===== src/rtl/simple_add_example_pkg.sv =====
// Shared types and constants for the simple_add_example burst issuer slice.
package simple_add_example_pkg;

    localparam int BURST_LEN_W = 8;

    typedef enum logic [1:0] {
        IDLE  = 2'd0,
        ISSUE = 2'd1,
        DRAIN = 2'd2,
        DONE  = 2'd3
    } xfer_state_e;

endpackage


===== src/rtl/simple_add_example_counter.sv =====
// Up/down occupancy counter; simultaneous incr and decr cancel out.
module simple_add_example_counter #(
    parameter int W = 8
) (
    input  logic         clk,
    input  logic         rst,
    input  logic         incr,
    input  logic         decr,
    output logic [W-1:0] count
);

    always_ff @(posedge clk) begin
        if (rst) begin
            count <= '0;
        end else if (incr && !decr) begin
            count <= count + W'(1);
        end else if (decr && !incr) begin
            count <= count - W'(1);
        end
    end

endmodule


===== src/rtl/simple_add_example_xfer_issuer.sv =====
// Splits a beat-count transfer into aligned bursts, bounding bursts in flight
// and pulsing done once every issued burst has completed.
module simple_add_example_xfer_issuer
    import simple_add_example_pkg::*;
#(
    parameter int C_ADDR_WIDTH      = 64,
    parameter int C_LEN_WIDTH       = 32,
    parameter int C_MAX_BEATS       = 64,
    parameter int C_BYTES_PER_BEAT  = 64,
    parameter int C_MAX_OUTSTANDING = 16
) (
    input  logic                    clk,
    input  logic                    rst,
    input  logic                    start,
    input  logic [C_ADDR_WIDTH-1:0] base_addr,
    input  logic [C_LEN_WIDTH-1:0]  num_beats,
    output logic                    busy,
    output logic                    done,
    output logic                    req_valid,
    input  logic                    req_ready,
    output logic [C_ADDR_WIDTH-1:0] req_addr,
    output logic [BURST_LEN_W-1:0]  req_len,
    input  logic                    cpl
);

    localparam int OUT_W     = 8;
    localparam int BEAT_W    = BURST_LEN_W + 1;
    localparam int BPB_SHIFT = $clog2(C_BYTES_PER_BEAT);

    xfer_state_e              state, state_nxt;
    logic [C_LEN_WIDTH-1:0]   remaining;
    logic [C_LEN_WIDTH-1:0]   remaining_nxt;
    logic [OUT_W-1:0]         outstanding;
    logic [BEAT_W-1:0]        cur_beats;
    logic                     done_r;
    logic                     accept;
    logic                     hs;
    logic                     cpl_eff;

    function automatic logic [BEAT_W-1:0] sat_beats(input logic [C_LEN_WIDTH-1:0] r);
        if (r >= C_LEN_WIDTH'(C_MAX_BEATS)) return BEAT_W'(C_MAX_BEATS);
        return BEAT_W'(r);
    endfunction

    function automatic logic [BURST_LEN_W-1:0] len_field(input logic [BEAT_W-1:0] b);
        if (b == '0) return '0;
        return BURST_LEN_W'(b - BEAT_W'(1));
    endfunction

    // done is registered, so the done cycle is the one after DONE; a start
    // arriving during that cycle is still part of the finishing transfer.
    assign accept        = start && (state == IDLE) && !done_r;
    assign hs            = req_valid && req_ready;
    assign cpl_eff       = cpl && (outstanding != '0);
    assign cur_beats     = sat_beats(remaining);
    assign remaining_nxt = remaining - C_LEN_WIDTH'(cur_beats);
    assign busy          = (state != IDLE) || done_r;
    assign done          = done_r;

    simple_add_example_counter #(
        .W(OUT_W)
    ) u_outstanding (
        .clk  (clk),
        .rst  (rst),
        .incr (hs),
        .decr (cpl_eff),
        .count(outstanding)
    );

    always_ff @(posedge clk) begin
        if (rst) state <= IDLE;
        else     state <= state_nxt;
    end

    always_comb begin
        state_nxt = state;
        req_valid = 1'b0;
        case (state)
            IDLE: begin
                if (accept) state_nxt = (num_beats != '0) ? ISSUE : DONE;
            end
            ISSUE: begin
                req_valid = (outstanding < OUT_W'(C_MAX_OUTSTANDING));
                if (req_valid && req_ready && (remaining_nxt == '0)) state_nxt = DRAIN;
            end
            DRAIN: begin
                // Leave as soon as the count is, or is about to become, zero.
                if ((outstanding == '0) || ((outstanding == OUT_W'(1)) && cpl)) state_nxt = DONE;
            end
            DONE:    state_nxt = IDLE;
            default: state_nxt = IDLE;
        endcase
    end

    always_ff @(posedge clk) begin
        if (rst) begin
            remaining <= '0;
            req_addr  <= '0;
            req_len   <= '0;
            done_r    <= 1'b0;
        end else begin
            done_r <= (state == DONE);
            if (accept) begin
                remaining <= num_beats;
                req_addr  <= base_addr;
                req_len   <= len_field(sat_beats(num_beats));
            end else if (hs) begin
                remaining <= remaining_nxt;
                req_addr  <= req_addr + (C_ADDR_WIDTH'(cur_beats) << BPB_SHIFT);
                req_len   <= len_field(sat_beats(remaining_nxt));
            end
        end
    end

endmodule


===== config.mk =====
export PLATFORM = sky130hd
export DESIGN_NAME = simple_add_example_xfer_issuer
export DESIGN_NICKNAME = d
export VERILOG_FILES = /design/src/rtl/simple_add_example_pkg.sv /design/src/rtl/simple_add_example_counter.sv /design/src/rtl/simple_add_example_xfer_issuer.sv
export SDC_FILE = /design/constraint.sdc
export NUM_CORES = 1
export LEC_CHECK = 0
export BUFFER_PORTS_ARGS = -buffer_cell sky130_fd_sc_hd__buf_2
export CAP_MARGIN = 20
export CORE_MARGIN = 3
export CORE_UTILIZATION = 54
export CTS_CLUSTER_DIAMETER = 100
export DETAILED_ROUTE_END_ITERATION = 10
export PLACE_DENSITY_LB_ADDON = 0.12
export SKIP_CTS_REPAIR_TIMING = 1
export SYNTH_ARGS = -nofsm -noshare
export SYNTH_HDL_FRONTEND = slang
export SYNTH_SLANG_ARGS = --single-unit

===== constraint.sdc =====
create_clock -name clk -period 5 [get_ports clk]
set_clock_uncertainty 0.15 [all_clocks]
set_input_delay 0 -clock clk [delete_from_list [all_inputs] [get_ports clk]]
set_output_delay 0 -clock clk [all_outputs]
set_load 0.03 [all_outputs]

* Word level (Yosys, flattened, before mapping)
Cells that the tools add are included.
Word-level totals: flip-flop bits (word level) 115, input port bits 101, word-level logic and storage cells 92
Operators by class: add/sub/neg operators 6, order comparisons 4, equal/unequal tests 7, muxes and demuxes 44, reduce and logical (&&, ||, !) cells 25
Operators with widths (count):
- 64-bit 2-to-1 mux | 2
- 9-bit 2-to-1 mux | 11
- 32-bit by 7-bit >= comparator with 1-bit output, second input constant | 3
- 64-bit by 15-bit adder with 64-bit output | 1
- 32-bit 2-to-1 mux | 2
- 8-bit 2-to-1 mux | 8
- 32-bit logical NOT | 1
- 32-bit nonzero test | 1
- 32-bit by 9-bit subtractor with 32-bit output | 1
- 8-bit by 1-bit subtractor with 8-bit output, second input constant | 3
- 9-bit logical NOT | 2
- 1-bit 2-to-1 mux | 16
- 1-bit logical AND | 9
- 8-bit by 1-bit adder with 8-bit output, second input constant | 1
- 8-bit by 1-bit equality test with 1-bit output, second input constant | 1
- 8-bit logical NOT | 1
- 8-bit by 5-bit < comparator with 1-bit output, second input constant | 1
- 2-bit 2-to-1 mux | 4
- 2-bit one-hot mux with 4 select lines | 1
- 8-bit nonzero test | 1
- 2-bit inequality test, second input constant | 3
- 2-bit nonzero test | 3
- 2-bit equality test, second input constant | 2
- 1-bit logical NOT | 3
- 4 further kinds | 5

* Logic depth before layout (Yosys ltp)
word-level depth 21, gate-level depth with buffers 22, mapped depth without buffers 20

* Hierarchy
Synthesis repeated with hierarchy kept, for this count alone.
Unflattened totals: cell total of the unflattened synthesis 919, area, all modules 7244.4 um2
Modules (own cells, without submodules):
- simple_add_example_xfer_issuer | times used 1, cells each 847, area each 6592.6 um2, sequential area each 2142.1 um2
- simple_add_example_counter | times used 1, cells each 72, area each 651.9 um2, sequential area each 160.2 um2

* Worst setup path before layout
Ideal clock, no wire load.
path kind register -> register, start reg remaining[12], end reg req_addr[22], setup time 0.086 ns, arrival time 4.153 ns, data required time 4.764 ns, path slack 0.612 ns, stages on the path, launching flop included 19, clock period less this slack 4.388 ns, cells stage by stage dfxtp_1 > buf_6 > nor4_2 > nand3_1 > nor2_1 > inv_2 > nor2_1 > ha_1 > inv_1 > fa_1 > nor2b_1 > o21ai_0 > a21boi_0 > o311ai_0 > a211oi_1 > clkbuf_1 > nand2_1 > xor2_1 > a211oi_1
Between the ends: longest elaborated chain between the ends 6
RTL lines:
- from (decl) | RTL line simple_add_example_xfer_issuer.sv:31 | logic [C_LEN_WIDTH-1:0] remaining;
- from (signal assigned) | RTL line simple_add_example_xfer_issuer.sv:104 | remaining <= num_beats;
- from (signal assigned) | RTL line simple_add_example_xfer_issuer.sv:108 | remaining <= remaining_nxt;
- 32-bit by 7-bit >= comparator with 1-bit output | RTL line simple_add_example_xfer_issuer.sv:41 | if (r >= C_LEN_WIDTH'(C_MAX_BEATS)) return BEAT_W'(C_MAX_BEATS);
- 1-bit 2-to-1 mux | RTL line simple_add_example_xfer_issuer.sv:41
- 9-bit 2-to-1 mux | RTL line simple_add_example_xfer_issuer.sv:42 | return BEAT_W'(r);
- 64-bit by 15-bit adder with 64-bit output | RTL line simple_add_example_xfer_issuer.sv:109 | req_addr <= req_addr + (C_ADDR_WIDTH'(cur_beats) << BPB_SHIFT);
- 64-bit 2-to-1 mux | RTL line simple_add_example_xfer_issuer.sv:107 | end else if (hs) begin
- 64-bit 2-to-1 mux | RTL line simple_add_example_xfer_issuer.sv:103 | if (accept) begin
- to (signal assigned) | RTL line simple_add_example_xfer_issuer.sv:105 | req_addr <= base_addr;
- to (signal assigned) | RTL line simple_add_example_xfer_issuer.sv:109
- to (decl) | RTL line simple_add_example_xfer_issuer.sv:21 | output logic [C_ADDR_WIDTH-1:0] req_addr,
No other way between the ends. The select of a mux whose other input is x is not followed. A chain may end at the register's enable or synchronous reset.

* Final worst setup path
start reg remaining[12], end reg req_addr[20]
The elaborated chain is that of the path after synthesis.

==> results.sh <==
export IMPL_status="finished, violations left"
export IMPL_violations="negative hold slack"
export IMPL_n_antenna_cell=0
export IMPL_drv_cap=0
export IMPL_fmax_mhz=221
export IMPL_ios=176
export IMPL_worstPathRequired_ns=5.10
export IMPL_synth_main_ff_cell="dfxtp_1"
export IMPL_crit_fanout=15
export IMPL_crit_start="remaining[12]"
export IMPL_min_path_type="input port to register"
export IMPL_async_reset_ff_frac=0
export IMPL_drive_above_1_share=0.213
export IMPL_syn_mean_instance_area_um2=7.82
export IMPL_endpoint_kind="register"
export IMPL_relSlewSlack=0.261
export IMPL_portBuffers=175
export IMPL_placed_area_um2=8010
export IMPL_nFillCells=940
export IMPL_cts_root_buf="clkbuf_16"
export IMPL_dieWidth_um=120
export IMPL_setup_ws_ns=0.480
export IMPL_syn_inst=899
export IMPL_peakVddDrop_mv=0.328
export IMPL_yosys_area_top_type="dfxtp_1"
export IMPL_fin_area_um2=9640
export IMPL_hp_start="req_ready"
export IMPL_layout_area_overhead_vs_synth_pct=37.2
export IMPL_synth_edf_count=0
export IMPL_track_usage=0.286
export IMPL_nets=1273
export IMPL_grt_pass1_wl_um=33600
export IMPL_highest_layer="met4"
export IMPL_antenna_found_initial=0
export IMPL_synth_seq_cells=115
export IMPL_grt_max_degree=92
export IMPL_ys_seq_area_frac=0.328
export IMPL_critPathKind="register to register"
export IMPL_viasPerCell=5.98
export IMPL_die_y_um=120
export IMPL_dp_slack_ns=0.610
export IMPL_gp_congestion=0.894
export IMPL_final_common_cell="buf_2"
export IMPL_tritoncts="built"
export IMPL_cp_start_kind="register"
export IMPL_met3_length_um=1500
export IMPL_synthTopCellsByArea="dfxtp_1 (33%), o21ai_0 (6.3%), a21oi_1 (6.2%), xor2_1 (5.0%), xnor2_1 (4.6%)"
export IMPL_clk_pin_slew_worst_paths_ns=0.06
export IMPL_finalMaxSlewViolations=0
export IMPL_vias=7975
export IMPL_clk_latency_ns=0.42
export IMPL_avgRoutedWirePerCell_um=17.8
export IMPL_yosysWarnings=0
export IMPL_power_density_nw_per_um2=521
export IMPL_placedCellCount=1206
export IMPL_ys_types=71
export IMPL_ctsLongestPathBuffers=2
export IMPL_setup_viol=0
export IMPL_yosysTopAreaCellShare=0.328
export IMPL_tns_ns=0
export IMPL_cts_buffers=17
export IMPL_htree_levels=4
export IMPL_drc=0
export IMPL_post_route_period_util=0.904
export IMPL_routed_wl_um=23800
export IMPL_final_hold_viol_count=1
export IMPL_tightest_slew_ns=1.10
export IMPL_whs_ns=-0.00815
export IMPL_initial_utilization=0.555
export IMPL_r2r_start="remaining[12]"
export IMPL_dieArea_um2=14400
export IMPL_num_rows=41
export IMPL_place_hpwl_um=14400
export IMPL_final_cell_mix="buf_2 (175), dfxtp_1 (115), dlygate4sd3_1 (96)"
export IMPL_drt_met1_wl_um=9480
export IMPL_fin_crit_ns=4.52
export IMPL_p_leak_uw=0.00402
export IMPL_syn_area_um2=7030
export IMPL_final_cells=1333
export IMPL_seqCellArea_um2=2300
export IMPL_overflow=0
export IMPL_core_um2=12700
export IMPL_cts_sinks=115
export IMPL_drt_antenna_violating_nets=0
export IMPL_grt_pass1_vias=6930
export IMPL_cp_data_arrival_time_ns=4.62
export IMPL_multiInputGateArea_um2=4420
export IMPL_initialDrtViolationCount=867
export IMPL_firstDrtPassIters=7
export IMPL_wl_met2_um=12100
[final cells by class]
| cell class | instances | area share |
|---|---|---|
| timing repair buffer | 284 | 0.201 |
| clock inverter | 9 | 0.0180 |
| clock buffer | 22 | 0.0513 |
| multi-input combinational | 704 | 0.459 |
| sequential | 115 | 0.239 |
| inverter | 27 | 0.0105 |
| tap | 172 | 0.0223 |
[where the power goes]
| part | switching (uW) | internal (uW) |
|---|---|---|
| sequential | 317 | 1170 |
| clock | 446 | 946 |
| combinational | 1360 | 785 |
[critical path: stages, from the launching register on]
cell and delay (ns):
dfxtp_1 0.38, nor4_2 0.50, nand3_1 0.36, nor2_1 0.26
inv_2 0.13, nor2_1 0.11, ha_1 0.18, inv_1 0.06
fa_1 0.38, nor2b_1 0.15, o21ai_0 0.11, a21boi_0 0.37
o311ai_0 0.23, a211oi_2 0.21, buf_4 0.25, and3_1 0.23
xnor2_1 0.16, a21oi_1 0.12
[registers in the layout (all words and copies together), names as in the netlist]
signal and count:
done 1, remaining 32, req_addr 64, req_len 8
state 2, u_outstanding.count 8
[through the flow]
stage	utilization	total power, uW
CTS	0.685	4910
global placement	0.632	3480
finish	0.761	5020
floorplan	-	2970
detailed placement	0.632	3500
global route	0.761	5310
[final timing paths]
path | slack, ns | endpoint | cells past startpoint
worst min register to register | 0.31 | req_addr[1] | 2
worst min-delay path | -0.008 | state[0] | 4
worst max-delay path | 0.48 | req_addr[20] | 17
worst max register to register | 0.48 | req_addr[20] | 17
[cells by family (layout without fill, tap and decap cells)]
family	Yosys count	after routing	synth area share
AND/OR/NAND/NOR	332	332	0.248
AO/OA/AOI/OAI	264	264	0.232
flip-flops	115	115	0.328
buffers and inverters	82	342	0.0466
XOR/XNOR	77	77	0.0960
adder cells (fa/ha/maj)	23	23	0.0420
multiplexers	5	5	0.00730
other	1	3	0.000534
[cell usage after synthesis (4+ instances only)]
cell and number:
dfxtp_1 115, o21ai_0 89, a21oi_1 87, nor2_1 75, nand2_1 74, clkbuf_1 46, xor2_1 40, nand3_1 38
xnor2_1 37, inv_1 25, nor3_1 24, ha_1 22, nand4_1 21, a211oi_1 19, and3_1 16, nor4_1 15
or3_1 11, and4_1 9, o211ai_1 9, a311oi_1 8, nand2b_1 7, nor2b_1 7, or2_2 6, or4_1 6
and2_1 5, nor4b_1 5, o31ai_1 5, a21o_1 4, a31oi_1 4, a41oi_1 4, buf_2 4, mux2i_1 4
nor4_2 4
[layer usage]
layer | vias to the layer above | global-route usage
met4 | 0 | 0.0931
met2 | 385 | 0.484
li1 | 3787 | -
met1 | 3727 | 0.355
met3 | 76 | 0.0759
met5 | - | 0
Note: power is estimated with default switching activity, not from simulation.
